[config.mk]
export PLATFORM = sky130hd
export DESIGN_NAME = mem_arbiter
export DESIGN_NICKNAME = d
export VERILOG_FILES = /design/src/rtl/mem_arbiter.sv
export SDC_FILE = /design/constraint.sdc
export NUM_CORES = 1
export LEC_CHECK = 0
export BUFFER_PORTS_ARGS = -buffer_cell sky130_fd_sc_hd__clkbuf_2
export CORE_AREA = 5 5 103 105
export CTS_CLUSTER_DIAMETER = 50
export CTS_CLUSTER_SIZE = 40
export DETAILED_ROUTE_END_ITERATION = 8
export DIE_AREA = 0 0 108 110
export PLACE_DENSITY = 0.8
export REMOVE_ABC_BUFFERS = 1
export SYNTH_ARGS = -nofsm -noshare
export SYNTH_HDL_FRONTEND = slang
export SYNTH_SLANG_ARGS = --single-unit
[constraint.sdc]
create_clock -name clk -period 2.65 [get_ports clk]
set_input_delay 0.3975 -clock clk [delete_from_list [all_inputs] [get_ports clk]]
set_output_delay 0.3975 -clock clk [all_outputs]
set_load 0.005 [all_outputs]
[src/rtl/mem_arbiter.sv]
// ============================================================================
// mem_arbiter - data-priority arbiter sharing one 1-cycle SRAM port between
//               instruction fetch and data load/store, with a fetch
//               anti-starvation streak limit.
// Revision: 1.0
// ============================================================================
`default_nettype none

module mem_arbiter #(
  parameter int AW           = 32,
  parameter int DW           = 32,
  parameter int D_STREAK_MAX = 4
) (
  input  logic          clk,
  input  logic          rst,
  input  logic          i_req,
  input  logic [AW-1:0] i_addr,
  output logic          i_gnt,
  output logic          i_rvalid,
  output logic [DW-1:0] i_rdata,
  input  logic          d_req,
  input  logic [3:0]    d_we,
  input  logic [AW-1:0] d_addr,
  input  logic [DW-1:0] d_wdata,
  output logic          d_gnt,
  output logic          d_rvalid,
  output logic [DW-1:0] d_rdata,
  output logic          d_err,
  output logic          mem_en,
  output logic [3:0]    mem_we,
  output logic [AW-3:0] mem_addr,
  output logic [DW-1:0] mem_wdata,
  input  logic [DW-1:0] mem_rdata
);

  typedef enum logic [1:0] {
    OWN_NONE = 2'd0,
    OWN_I    = 2'd1,
    OWN_D_RD = 2'd2,
    OWN_D_WR = 2'd3
  } owner_e;

  localparam logic [3:0] STREAK_LIM = 4'(D_STREAK_MAX);

  owner_e        owner_q, owner_d;
  logic [3:0]    streak_q, streak_d;
  logic [DW-1:0] i_rdata_q, i_rdata_d;
  logic [DW-1:0] d_rdata_q, d_rdata_d;
  logic          d_legal;
  logic          d_win;
  logic          i_win;
  logic          unused_i_addr_lsb;

  // Fetch PCs are always word aligned, so the byte offset carries no information.
  assign unused_i_addr_lsb = ^i_addr[1:0];

  always_comb begin
    d_legal = 1'b0;
    case (d_we)
      4'b0000, 4'b0001, 4'b0010, 4'b0100, 4'b1000: d_legal = 1'b1;
      4'b0011, 4'b1100:                            d_legal = ~d_addr[0];
      4'b1111:                                     d_legal = (d_addr[1:0] == 2'b00);
      default:                                     d_legal = 1'b0;
    endcase

    // Data wins unless a waiting fetch has already been passed over STREAK_LIM times.
    d_win = rst & d_req & d_legal & (~i_req | (streak_q < STREAK_LIM));
    i_win = rst & i_req & ~d_win;

    streak_d = (d_win & i_req) ? streak_q + 4'd1 : 4'd0;

    if (d_win)      owner_d = (d_we == 4'b0000) ? OWN_D_RD : OWN_D_WR;
    else if (i_win) owner_d = OWN_I;
    else            owner_d = OWN_NONE;

    i_gnt     = i_win;
    d_gnt     = d_win;
    d_err     = rst & d_req & ~d_legal;
    mem_en    = d_win | i_win;
    mem_we    = d_win ? d_we : 4'b0000;
    mem_addr  = d_win ? d_addr[AW-1:2] : (i_win ? i_addr[AW-1:2] : '0);
    mem_wdata = d_win ? d_wdata : '0;

    i_rvalid  = rst & (owner_q == OWN_I);
    d_rvalid  = rst & ((owner_q == OWN_D_RD) | (owner_q == OWN_D_WR));

    // Read data lanes only move on their own read-response cycle.
    i_rdata_d = (owner_q == OWN_I)    ? mem_rdata : i_rdata_q;
    d_rdata_d = (owner_q == OWN_D_RD) ? mem_rdata : d_rdata_q;
    i_rdata   = rst ? i_rdata_d : '0;
    d_rdata   = rst ? d_rdata_d : '0;
  end

  always_ff @(posedge clk) begin
    if (!rst) begin
      owner_q   <= OWN_NONE;
      streak_q  <= 4'd0;
      i_rdata_q <= '0;
      d_rdata_q <= '0;
    end else begin
      owner_q   <= owner_d;
      streak_q  <= streak_d;
      i_rdata_q <= i_rdata_d;
      d_rdata_q <= d_rdata_d;
    end
  end

endmodule

`default_nettype wire

==> impl_metrics.ini, run 1 <==
[power]
pwr-share-seq_pct = 41.5
peakVddDrop_uv = 233
p_sw_share_pct = 23.8
p_comb_share_pct = 17.8
p_leak_nw = 2.71
p_switching_mw = 0.636
power_mw = 2.67
powerDensity_nw_per_um2 = 503
intPower_mw = 2.04
clockPowerShare_pct = 40.8

[timing]
maxSlewViolCount = 0
fmax_ghz = 0.410
skew_ps = 5.24
rsz0062_at_grt = no
fin_crit_ps = 2440
tns_ps = 0
setup_viol = 0
hold_violations = 0
finalCritPeriodShare_pct = 92.1

[setup_path]
crit_type = flip-flop to output port
cp_max_fo = 55
worstSetupStartpoint = streak_q[2]
crit_slowest_cell = mux2_4
crit_arrival_ps = 2040
critPathBufInv = 2
r2r-start = streak_q[2]
cp_slowest_stage_delay_ps = 360
crit_chain = o21ai_1 -> nor2b_1 -> o31a_2 -> buf_12 -> mux2_4 -> clkbuf_2
cp_top_family = compound AO/OA/AOI/OAI gates
start_kind = flip-flop
end_kind = output port
crit_required_ps = 2250

[drt]
wl_per_cell_um = 16.5
dr.pass1.iters = 4
totalWireLength_um = 13500
drtIter0Drc = 254
final_antenna_net_count = 0
vias_per_cell = 4.68
vias = 3826
drc = 0

[clock_network]
clock_latency_ps = 350
cts_tree = built
cts_buffers = 9
cts_max_level = 3
post_cts_buffers = 0
cts_buffer_depth = 2
cts-root-buf = clkbuf_8
cts_sinks = 70
cts.clk_slew.worst_paths_ps = 70
ctsHoldBuffers = 0

[global_routing]
track_usage_pct = 21.9
grt_util_met3_pct = 9.49
met2_usage_pct = 38.7
grt_antenna_before_repair = 2
grt_pass1_vias = 3778
grt.busiest_layer = met2
grt_use_met1_pct = 23.7
grt_max_degree = 101
gr-total-overflow = 0
grt_pass1_wl_um = 19800

[synthesis]
syn_area_per_cell_um2 = 8.52
synth-simple-area-share_pct = 28.2
synth_top_family_by_area = simple AND/OR/NAND/NOR gates
synth_fa_ha_area_share_pct = 0.622
ys_seq_area_share_pct = 38.7
yosys_warnings = 0
ys_ff_latch = 70
synth_area_um2 = 3620
synth.distinct_cells = 31
synth-xor-area-share_pct = 0.242
synthCells = 425
synth-compound-area-share_pct = 14.6
synthMuxAreaShare_pct = 12.1

[die]
ios = 272
core_um2 = 9550
start_util_pct = 37.9
dieArea_um2 = 11900
fp.dieH_um = 110
row_count = 36
die_w_um = 108

[worst_hold_path]
hold_path.class = input pin to flip-flop
hold_start = mem_rdata[7]

[cells_and_area]
diodes = 0
finalNetCount = 817
fillers = 929
syn_to_final_growth_pct = 46.5
fin_area_um2 = 5310
multiInputGateArea_um2 = 2030
drive_gt1_share_pct = 48.1
mostFrequentLayoutCell = clkbuf_2
seq_area_um2 = 1400
layout_common_cells = 269 x clkbuf_2, 131 x nand2_1, 70 x dfxtp_1, 64 x a21boi_0, 38 x and2_1
stdcell_count = 817

[run]
cap_violations = 0

[placed_design]
dpl.cell_count = 802
port_buffers = 269
placed_cell_area_um2 = 5050
dp_hpwl_um = 10700
globalplace.congestion = 0.888

[run_status]
status = complete, no violations
-- synthesized netlist by cell type --
cell       instances  share of area [%]
buf_8              1               0.41
xnor2_1            1               0.24
nand2b_1           4               0.69
o22a_1             1               0.24
o31a_1             2               0.48
o21ai_0            1               0.14
and3_1            30                5.2
dfxtp_1           70                 39
o221a_2            1               0.31
clkbuf_2           2               0.28
clkbuf_1          28                2.9
nor2_1             2               0.21
and4_1             1               0.24
buf_6              2               0.62
conb_1             1               0.10
ha_1               1               0.35
o22ai_1            1               0.17
a21boi_0          64                 13
nor3_1             1               0.14
maj3_1             1               0.28
mux2_2             3               0.93
nor3b_1            2               0.41
nand3_1            1               0.14
nor4_1             1               0.17
nand4bb_1          1               0.31
and2_1            38                6.6
nand2_1          131                 14
buf_12             2                1.1
buf_2              1               0.14
mux2_4            27                 11
nor2b_1            3               0.52
-- routing by layer --
layer / up-vias / wire length (um)
met3: 21 / 1370
met1: 1723 / 5110
met4: 4 / 199
li1: 1908 / -
met5: - / 21
met2: 170 / 6800
-- area by class of cell --
type	count	area share [%]
multi-input cells	319	38.2
clock buffers	12	3.11
well taps	133	3.14
flip-flops and latches	70	26.4
clock inverters	3	1.70
repair buffers	280	27.4
-- metrics by stage --
step | setup slack, ps | util, % | hold slack [ps]
global placement | 266 | 52.9 | 412
floorplan | -808 | - | 403
CTS | 45.6 | 55.6 | 300
global route | 89.4 | 55.6 | 314
detailed placement | 227 | 52.9 | 427
finish | 210 | 55.6 | 318
-- power groups by stage --
stage	registers (mW)	clock network, mW	logic [mW]
2_1_floorplan	1.13	0	0.200
3_3_place_gp	1.13	0	0.468
3_5_place_dp	1.13	0	0.479
4_1_cts	1.11	1.12	0.480
5_1_grt	1.11	1.16	0.524
6_report	1.11	1.09	0.475
-- state kept, by name, indices dropped and copies added (netlist names) --
register   count
owner_q        2
i_rdata_q     32
streak_q       4
d_rdata_q     32
-- worst min-delay path, delay by kind of cell --
| family | cells | cell delay, ps |
|---|---|---|
| buf+inv | 1 | 90 |
| compound gates | 1 | 80 |
| simple gates | 1 | 40 |
-- final timing paths --
| kind | slack (ps) | to | depth (start not counted) |
|---|---|---|---|
| min reg2reg | 440 | streak_q[0] | 1 |
| max reg2reg | 1210 | streak_q[0] | 5 |
| min | 320 | d_rdata_q[7] | 3 |
| max | 210 | mem_addr[10] | 6 |
-- cells by family (layout without fill, tap and decap cells) --
kind of cell / count (synthesis) / after routing
simple gates: 215 / 215
compound gates: 70 / 70
flops: 70 / 70
buf+inv: 36 / 295
mux: 30 / 30
fa+ha+maj: 2 / 2
other cells: 1 / 1
xor+xnor: 1 / 1
-- timing repair --
| item | CTS | global route |
|---|---|---|
| endpoints found under the setup margin | 0 | 3 |
| gates resized for setup | 0 | 1 |
| endpoints found under the hold margin | 0 | 0 |
Power figures use the tool's default switching activity.
==> inputs of run 2 (changes only) <==
==> config.mk (replaced) <==
export PLATFORM = sky130hd
export DESIGN_NAME = mem_arbiter
export DESIGN_NICKNAME = d
export VERILOG_FILES = /design/src/rtl/mem_arbiter.sv
export SDC_FILE = /design/constraint.sdc
export NUM_CORES = 1
export LEC_CHECK = 0
export CORE_AREA = 5 5 102 104
export CTS_CLUSTER_DIAMETER = 50
export CTS_CLUSTER_SIZE = 40
export DETAILED_ROUTE_END_ITERATION = 8
export DIE_AREA = 0 0 107 109
export DONT_BUFFER_PORTS = 1
export PLACE_DENSITY = 0.56
export REMOVE_ABC_BUFFERS = 1
export SYNTH_ARGS = -nofsm -noshare
export SYNTH_HDL_FRONTEND = slang
export SYNTH_SLANG_ARGS = --single-unit
==> run 2 against run 1 <==
Hold slack got worse by 83 ps. First-iteration DRC count decreased by 38%. Combinational power decreased by 45%. Sequential share of layout area increased by 9.4 points. Core utilization decreased by 14 points. Count of clock-buffer cells in the layout decreased by 1. Via count decreased by 25%. Setup slack improved by 38 ps. Highest routed layer is now met4.
==> impl_metrics.ini, run 2 (same netlist as run 1, synthesis figures left out) <==
[setup_path]
crit_required_ps = 2250
crit_chain = o21ai_0 -> nor2b_1 -> o31a_2 -> buf_12 -> mux2_2
cp_max_fo = 53
crit_type = flip-flop to output port
start_kind = flip-flop
critPathBufInv = 1
crit_arrival_ps = 2000
cp_slowest_stage_delay_ps = 390
crit_slowest_cell = mux2_2
cp_top_family = compound AO/OA/AOI/OAI gates
end_kind = output port
reg2reg_setup_slack_ps = 880

[power]
peakVddDrop_uv = 293
powerDensity_nw_per_um2 = 626
p_leak_nw = 1.53

[placed_design]
post-place-ws_ps = 469
port_buffers = 0
globalplace.congestion = 0.829
dp_hpwl_um = 8710
dpl.cell_count = 510
placed_cell_area_um2 = 3660

[timing]
slew_headroom_pct = 61.5
fin_crit_ps = 2400
skew_ps = 5.18
tns_ps = 0
setup_viol = 0
maxSlewViolCount = 0
rsz0062_at_grt = no
hold_violations = 0
finalCritPeriodShare_pct = 90.6
worst-slew-pin-transition_ps = 577
finalWorstSetupSlack_ps = 248
fmax_ghz = 0.416

[drt]
wl_per_cell_um = 21.7
final_antenna_net_count = 0
drtIter0Drc = 158
vias_per_cell = 5.42
totalWireLength_um = 11400
vias = 2852
drc = 0
dr.pass1.iters = 4

[cells_and_area]
diodes = 0
top_regs = d_rdata_q (32), i_rdata_q (32), streak_q (4)
final_util_pct = 41.4
layout_common_cells = 131 x nand2_1, 70 x dfxtp_1, 64 x a21boi_0, 38 x and2_1, 30 x and3_1
fin_area_um2 = 3920
fillers = 939
stdcell_count = 526
drive_gt1_share_pct = 13.8
finalNetCount = 544
mostFrequentLayoutCell = nand2_1
syn_to_final_growth_pct = 8.19

[clock_network]
cts-root-buf = clkbuf_8
cts_buffer_depth = 2
cts_max_level = 3
post_cts_buffers = 0
cts_sinks = 70
cts_tree = built
clock_latency_ps = 340
cts_resized = 0
cts_buffers = 9
ctsHoldBuffers = 0
cts.clk_slew.worst_paths_ps = 70

[die]
dieArea_um2 = 11700
die_w_um = 107
ios = 272
start_util_pct = 38.3
fp.dieH_um = 109
core_um2 = 9460
row_count = 36

[global_routing]
grt_max_degree = 102
gr-total-overflow = 0
grt_pass1_vias = 2686
track_usage_pct = 18.3
grt_antenna_before_repair = 0
grt_pass1_wl_um = 16200

[worst_hold_path]
hold_path.class = input pin to flip-flop

[run_status]
status = complete, no violations

[run]
cap_violations = 0
-- run 2: final cells by class --
type | count | area [um2] | area share, %
tap | 114 | 143 | 3.64
multi-input combinational | 319 | 2030 | 51.8
clock buffer | 11 | 151 | 3.86
timing repair buffer | 7 | 90.1 | 2.30
sequential | 70 | 1400 | 35.8
clock inverter | 5 | 104 | 2.65
-- run 2: worst paths after layout --
kind	start	endpoint	cells after the start
setup / recovery	streak_q[2]	mem_addr[29]	5
hold / removal	i_req	streak_q[1]	1
setup reg to reg	owner_q[1]	i_rdata_q[6]	4
hold reg to reg	streak_q[0]	streak_q[0]	1
-- run 2: stage by stage --
step           hold slack (ps)  power, mW
2_1_floorplan              403       1.33
6_report                   235       2.45
5_1_grt                    209       2.56
3_5_place_dp               423       1.40
3_3_place_gp               414       1.40
4_1_cts                    185       2.50
-- run 2: power by group --
part | internal, mW | switching (mW)
Combinational | 0.119 | 0.144
Sequential | 1.09 | 0.0111
Clock | 0.678 | 0.406
Total | 1.89 | 0.561
-- run 2: metal layers --
metal,vias up,track usage [%],wire [um]
met5,-,0,0
met1,1319,21.0,4390
met4,0,7.12,258
met3,18,8.94,1260
li1,1363,-,-
met2,152,29.4,5480
